==> src/rtl/gpio_mmio_port.sv <==
// Memory-mapped GPIO peripheral: per-bit direction, 2-FF input sync, edge detect
// and a sticky, maskable interrupt. Decoded as a 32-byte window on the data bus.
module gpio_mmio_port #(
  parameter int unsigned           DATA_WIDTH = 32,
  parameter int unsigned           GPIO_WIDTH = 8,
  parameter logic [DATA_WIDTH-1:0] BASE_ADDR  = 32'h1001_0000
) (
  input  logic                  clk,
  input  logic                  reset,
  input  logic [DATA_WIDTH-1:0] Address_i,
  input  logic                  Write_Enable_i,
  input  logic [DATA_WIDTH-1:0] Write_Data_i,
  output logic [DATA_WIDTH-1:0] Read_Data_o,
  output logic                  Hit_o,
  input  logic [GPIO_WIDTH-1:0] GPIO_i,
  output logic [GPIO_WIDTH-1:0] GPIO_o,
  output logic [GPIO_WIDTH-1:0] GPIO_oe_o,
  output logic                  IRQ_o
);

  localparam logic [2:0] OFF_OUT     = 3'd0;
  localparam logic [2:0] OFF_IN      = 3'd1;
  localparam logic [2:0] OFF_DIR     = 3'd2;
  localparam logic [2:0] OFF_RISE_EN = 3'd3;
  localparam logic [2:0] OFF_FALL_EN = 3'd4;
  localparam logic [2:0] OFF_STATUS  = 3'd5;
  localparam logic [2:0] OFF_IRQ_EN  = 3'd6;

  logic [GPIO_WIDTH-1:0] out_q, out_d;
  logic [GPIO_WIDTH-1:0] dir_q, dir_d;
  logic [GPIO_WIDTH-1:0] rise_en_q, rise_en_d;
  logic [GPIO_WIDTH-1:0] fall_en_q, fall_en_d;
  logic [GPIO_WIDTH-1:0] status_q, status_d;
  logic [GPIO_WIDTH-1:0] irq_en_q, irq_en_d;
  logic [GPIO_WIDTH-1:0] s1_q, s2_q, prev_q;
  logic [1:0]            arm_q, arm_d;
  logic [DATA_WIDTH-1:0] rdata_q, rdata_d;

  logic [2:0]            offset;
  logic                  wr;
  logic                  armed;
  logic [GPIO_WIDTH-1:0] wdata, edge_mask, rise, fall, w1c, rd_sel;
  logic                  unused_bits;

  assign unused_bits = &{1'b0, Address_i[1:0], Write_Data_i};

  assign Hit_o       = (Address_i[DATA_WIDTH-1:5] == BASE_ADDR[DATA_WIDTH-1:5]);
  assign Read_Data_o = rdata_q;
  assign GPIO_o      = out_q;
  assign GPIO_oe_o   = dir_q;
  assign IRQ_o       = |(status_q & irq_en_q);

  always_comb begin
    offset    = Address_i[4:2];
    wr        = Hit_o & Write_Enable_i;
    wdata     = Write_Data_i[GPIO_WIDTH-1:0];
    // Edges are ignored until the sync/prev pipeline has refilled after reset.
    armed     = (arm_q == 2'd3);
    arm_d     = armed ? arm_q : arm_q + 2'd1;
    edge_mask = ~dir_q & {GPIO_WIDTH{armed}};
    rise      = s2_q & ~prev_q & rise_en_q & edge_mask;
    fall      = ~s2_q & prev_q & fall_en_q & edge_mask;

    out_d     = out_q;
    dir_d     = dir_q;
    rise_en_d = rise_en_q;
    fall_en_d = fall_en_q;
    irq_en_d  = irq_en_q;
    w1c       = '0;
    if (wr) begin
      case (offset)
        OFF_OUT:     out_d     = wdata;
        OFF_DIR:     dir_d     = wdata;
        OFF_RISE_EN: rise_en_d = wdata;
        OFF_FALL_EN: fall_en_d = wdata;
        OFF_STATUS:  w1c       = wdata;
        OFF_IRQ_EN:  irq_en_d  = wdata;
        default:     ;
      endcase
    end
    // Set terms are OR'd after the clear so a coincident edge survives W1C.
    status_d = (status_q & ~w1c) | rise | fall;

    rd_sel = '0;
    case (offset)
      OFF_OUT:     rd_sel = out_q;
      OFF_IN:      rd_sel = s2_q;
      OFF_DIR:     rd_sel = dir_q;
      OFF_RISE_EN: rd_sel = rise_en_q;
      OFF_FALL_EN: rd_sel = fall_en_q;
      OFF_STATUS:  rd_sel = status_q;
      OFF_IRQ_EN:  rd_sel = irq_en_q;
      default:     rd_sel = '0;
    endcase
    rdata_d = '0;
    if (Hit_o) rdata_d[GPIO_WIDTH-1:0] = rd_sel;
  end

  always_ff @(posedge clk) begin
    if (reset) begin
      out_q     <= '0;
      dir_q     <= '0;
      rise_en_q <= '0;
      fall_en_q <= '0;
      status_q  <= '0;
      irq_en_q  <= '0;
      s1_q      <= '0;
      s2_q      <= '0;
      prev_q    <= '0;
      arm_q     <= '0;
      rdata_q   <= '0;
    end else begin
      out_q     <= out_d;
      dir_q     <= dir_d;
      rise_en_q <= rise_en_d;
      fall_en_q <= fall_en_d;
      status_q  <= status_d;
      irq_en_q  <= irq_en_d;
      s1_q      <= GPIO_i;
      s2_q      <= s1_q;
      prev_q    <= s2_q;
      arm_q     <= arm_d;
      rdata_q   <= rdata_d;
    end
  end

endmodule

==> config.mk <==
export PLATFORM = sky130hd
export DESIGN_NAME = gpio_mmio_port
export DESIGN_NICKNAME = d
export VERILOG_FILES = /design/src/rtl/gpio_mmio_port.sv
export SDC_FILE = /design/constraint.sdc
export NUM_CORES = 1
export LEC_CHECK = 0
export BUFFER_PORTS_ARGS = -buffer_cell sky130_fd_sc_hd__buf_2
export CORE_ASPECT_RATIO = 0.8
export CORE_UTILIZATION = 25
export CTS_BUF_LIST = sky130_fd_sc_hd__clkbuf_8
export CTS_CLUSTER_DIAMETER = 100
export CTS_CLUSTER_SIZE = 30
export DETAILED_ROUTE_END_ITERATION = 8
export PLACE_DENSITY = 0.41
export SETUP_SLACK_MARGIN = 0.3
export SYNTH_ARGS = -nofsm -noshare
export SYNTH_HDL_FRONTEND = slang
export SYNTH_SLANG_ARGS = --single-unit
==> constraint.sdc <==
create_clock -name clk -period 1.9 [get_ports clk]
set_input_delay 0.095 -clock clk [delete_from_list [all_inputs] [get_ports clk]]
set_output_delay 0.095 -clock clk [all_outputs]
set_load 0.05 [all_outputs]
==> impl_results.md <==
* Die X at 142.5 µm
* Vias in the first global route at 2913
* FF-to-FF setup slack at 0.54 ns
* Critical-path maximum fanout at 3
* Reg-to-Reg End: status_q[1]$_SDFF_PP0_
* Worst-path clk slew at 0.08 ns
* Total iterations of the first detailed-routing run at 4
* NumNets Final at 558
* Arr. time, crit path at 1.40 ns
* Num ports at 125
* Die height at 114.4 µm
* Routability Congestion at 0.7499
* Root Driver: clkbuf_8
* Resize count post-CTS at 0
* CTS Buf Count at 9
* RSZ-0062 raised after global routing: false
* Synth Register Bits at 82
* Worst Hold End: status_q[6]$_SDFF_PP0_
* Iteration-0 DRC Markers at 136
* CP Class: reg -> out
* Synthesis-to-finish area growth at 24.97%
* Grt total ovfl at 0
* DR WL/cell at 14.92 µm
* CTS tree: done
* Status: finished clean
* Min cycle time layout at 1.490 ns
* Vias at 2939
* Post-DP HPWL at 7.525 mm
* Setup crit start kind: flop
* Syn avg cell area at 10.26 µm²
* Gr usage total at 0.1357
* Hold WS at 0.04827 ns
* Setup Skew at 0.004413 ns
* H-tree Lvls at 3
* Routed wire length at 10.40 mm
* Final setup viols at 0
* Sink Count at 82
* Synth warn at 0
* Crit end category: primary output
* Fmax at 671.0 MHz
* Port Buffers at 74
* Internal at 2.628 mW
* Initial Utilization at 0.2595
* Setup TNS at 0 ns
* Sw power at 0.9406 mW
* Crit path required time at 1.80 ns
* Fin. max-slew vios at 0
* ANT cells at 0
* Num rows at 40
* DRC violations left at 0
* Clock Latency Late Sink at 0.36 ns
* Die ar. at 16310 µm²
* Clock network fraction of total power at 0.395
* Switching share of total power at 0.2636
* Hold path depth at 3
* Period Utilization, post-route at 0.7844
* Sequential power share at 0.494
* Pwr dens at 723.1 nW/µm²
* Clock Path Buffers at 2
* Comb power frac at 0.111
* Hold Crit Start: Write_Data_i[6]
* Largest net degree at the start of global routing at 50
* Cts hold-fix bufs at 8
* VDD IR max at 0.4017 mV
* Share of cells above drive strength 1 at 0.2752
* Synthesized area at 3949 µm²
* R2R depth at 6
* Initial antenna violation count at 0
* Global-route wire length before repair at 16.45 mm
* Leak at 1.879 nW
* DRT antenna net count at 0
* Fill cell total of the finished layout at 1577
* Max_cap viols at 0
* Via-per-instance ratio at 4.217
* Unique masters post-synth at 37
* Setup bufs post-CTS at 0
* Fin. Hold Viols at 0
* Worst Hold Class: in -> reg
* Seq/Total Area, Yosys at 0.4157
* Core Area at 15210 µm²
* Synthesized instance count at 385
* Reg-to-Reg Start: arm_q[0]$_SDFFE_PP0P_
-- placed cells by master, fill, tap and decap left out, drive strengths merged, types with 2 or more instances in the layout --
cell	synthesis	final
nand2	5	5
o31a	3	3
a2bb2oi	3	3
a22oi	7	7
clkinvlp	0	3
dfxtp	82	82
clkbuf	14	9
nor4	11	11
conb	1	24
buf	28	97
nor2b	41	41
a21oi	9	9
a211oi	8	8
o2bb2ai	3	3
nand2b	58	58
nand4	3	3
mux2	2	2
bufinv	0	2
dlygate4sd3	0	8
nand3b	17	17
nor2	19	19
nor4b	2	2
mux2i	54	54
mux4	4	4
-- worst max-delay path by stage --
stage                                       from                        end  slack (ns)
after floorplan                    Address_i[17]   irq_en_q[0]$_SDFFE_PP0P_        0.31
after global placement              Address_i[7]  Read_Data_o[3]$_SDFF_PP0_        0.14
after detailed placement           Address_i[22]  GPIO_oe_o[2]$_SDFFE_PP0P_        0.08
after CTS                 status_q[5]$_SDFF_PP0_                      IRQ_o        0.35
after global routing      status_q[4]$_SDFF_PP0_                      IRQ_o        0.34
final                     status_q[5]$_SDFF_PP0_                      IRQ_o        0.41
-- per-stage QoR --
stage                     setup WS (ns)  power, mW    util  std cells  instance area [µm²]
after global placement           0.1355      2.185  0.3047        673                 4636
after detailed placement        0.08112      2.193  0.3047        673                 4636
final                            0.4097      3.569  0.3243        697                 4935
after global routing             0.3443      3.731  0.3243        697                 4935
after floorplan                  0.3089      2.097       -        408                 4035
after CTS                        0.3478      3.644  0.3243        697                 4935
-- cells by family (layout without fill, tap and decap cells) --
group / count (synthesis) / after routing / share of synthesized area
buffers and inverters: 42 / 121 / 0.06305
AOI/OAI and AO/OA: 38 / 38 / 0.06908
adders and majority gates: 1 / 1 / 0.003168
and+or+nand+nor: 160 / 160 / 0.2804
muxes: 60 / 60 / 0.1654
other: 1 / 24 / 0.0009497
xor gates and xnor gates: 1 / 1 / 0.002218
DFF: 82 / 82 / 0.4157
-- power groups by stage --
stage | clock (mW) | sequential (mW) | combinational [mW]
final | 1.41 | 1.76 | 0.397
after global placement | 0 | 1.80 | 0.383
after global routing | 1.53 | 1.77 | 0.430
after CTS | 1.48 | 1.76 | 0.403
after detailed placement | 0 | 1.80 | 0.389
after floorplan | 0 | 1.80 | 0.299
-- sequential cells by signal, indices dropped and copies added, names as in the netlist --
signal       flops
fall_en_q        8
rise_en_q        8
arm_q            2
s1_q             8
s2_q             8
Read_Data_o      8
GPIO_oe_o        8
status_q         8
irq_en_q         8
GPIO_o           8
prev_q           8
-- critical path, cell delays in order, from the launching register on --
cell and delay [ns]:
dfxtp_1 0.34, a22oi_1 0.28, nand4_1 0.17, buf_2 0.25
-- Yosys cell counts --
library cell,n,area share
nand3b_1,17,0.032
xor2_1,1,0.0022
a21oi_1,9,0.011
nor2_1,19,0.018
nand2_1,5,0.0048
nor2b_1,41,0.065
o211ai_1,1,0.0019
mux4_2,4,0.023
a22oi_1,7,0.013
buf_4,24,0.046
nor4b_1,1,0.0022
o2bb2ai_1,3,0.0067
nor4b_2,1,0.0038
nor4_4,4,0.022
conb_1,1,0.00095
o21ai_0,1,0.0013
ha_1,1,0.0032
and3_1,1,0.0016
buf_2,1,0.0013
nand4_4,2,0.011
a31oi_1,1,0.0016
nor4_2,7,0.022
a211oi_1,8,0.015
nand2b_1,58,0.092
a2bb2oi_1,3,0.0067
nor3b_1,1,0.0019
dfxtp_1,82,0.42
buf_1,3,0.0029
nand3_1,1,0.0013
o21a_1,1,0.0019
or2_2,1,0.0016
mux2_2,2,0.0057
o31a_1,3,0.0067
mux2i_1,54,0.14
clkbuf_1,14,0.013
nand4_1,1,0.0016
o211a_1,1,0.0025
-- per-layer routing --
layer / up-vias / GRT usage / part of all wire
li1: 1483 / - / -
met1: 1369 / 0.1944 / 0.53
met2: 78 / 0.2003 / 0.41
met3: 9 / 0.03388 / 0.044
met4: 0 / 0.03656 / 0.011
met5: - / 0 / 0
-- layout make-up --
| type | instances | area (µm²) | area share |
|---|---|---|---|
| Multi-Input combinational cell | 284 | 2151 | 0.4359 |
| Sequential cell | 82 | 1642 | 0.3327 |
| Tap cell | 210 | 262.8 | 0.05325 |
| Clock buffer | 9 | 123.9 | 0.02510 |
| Clock inverter | 7 | 95.09 | 0.01927 |
| Timing Repair Buffer | 105 | 660.6 | 0.1339 |
Power figures use the tool's default switching activity.
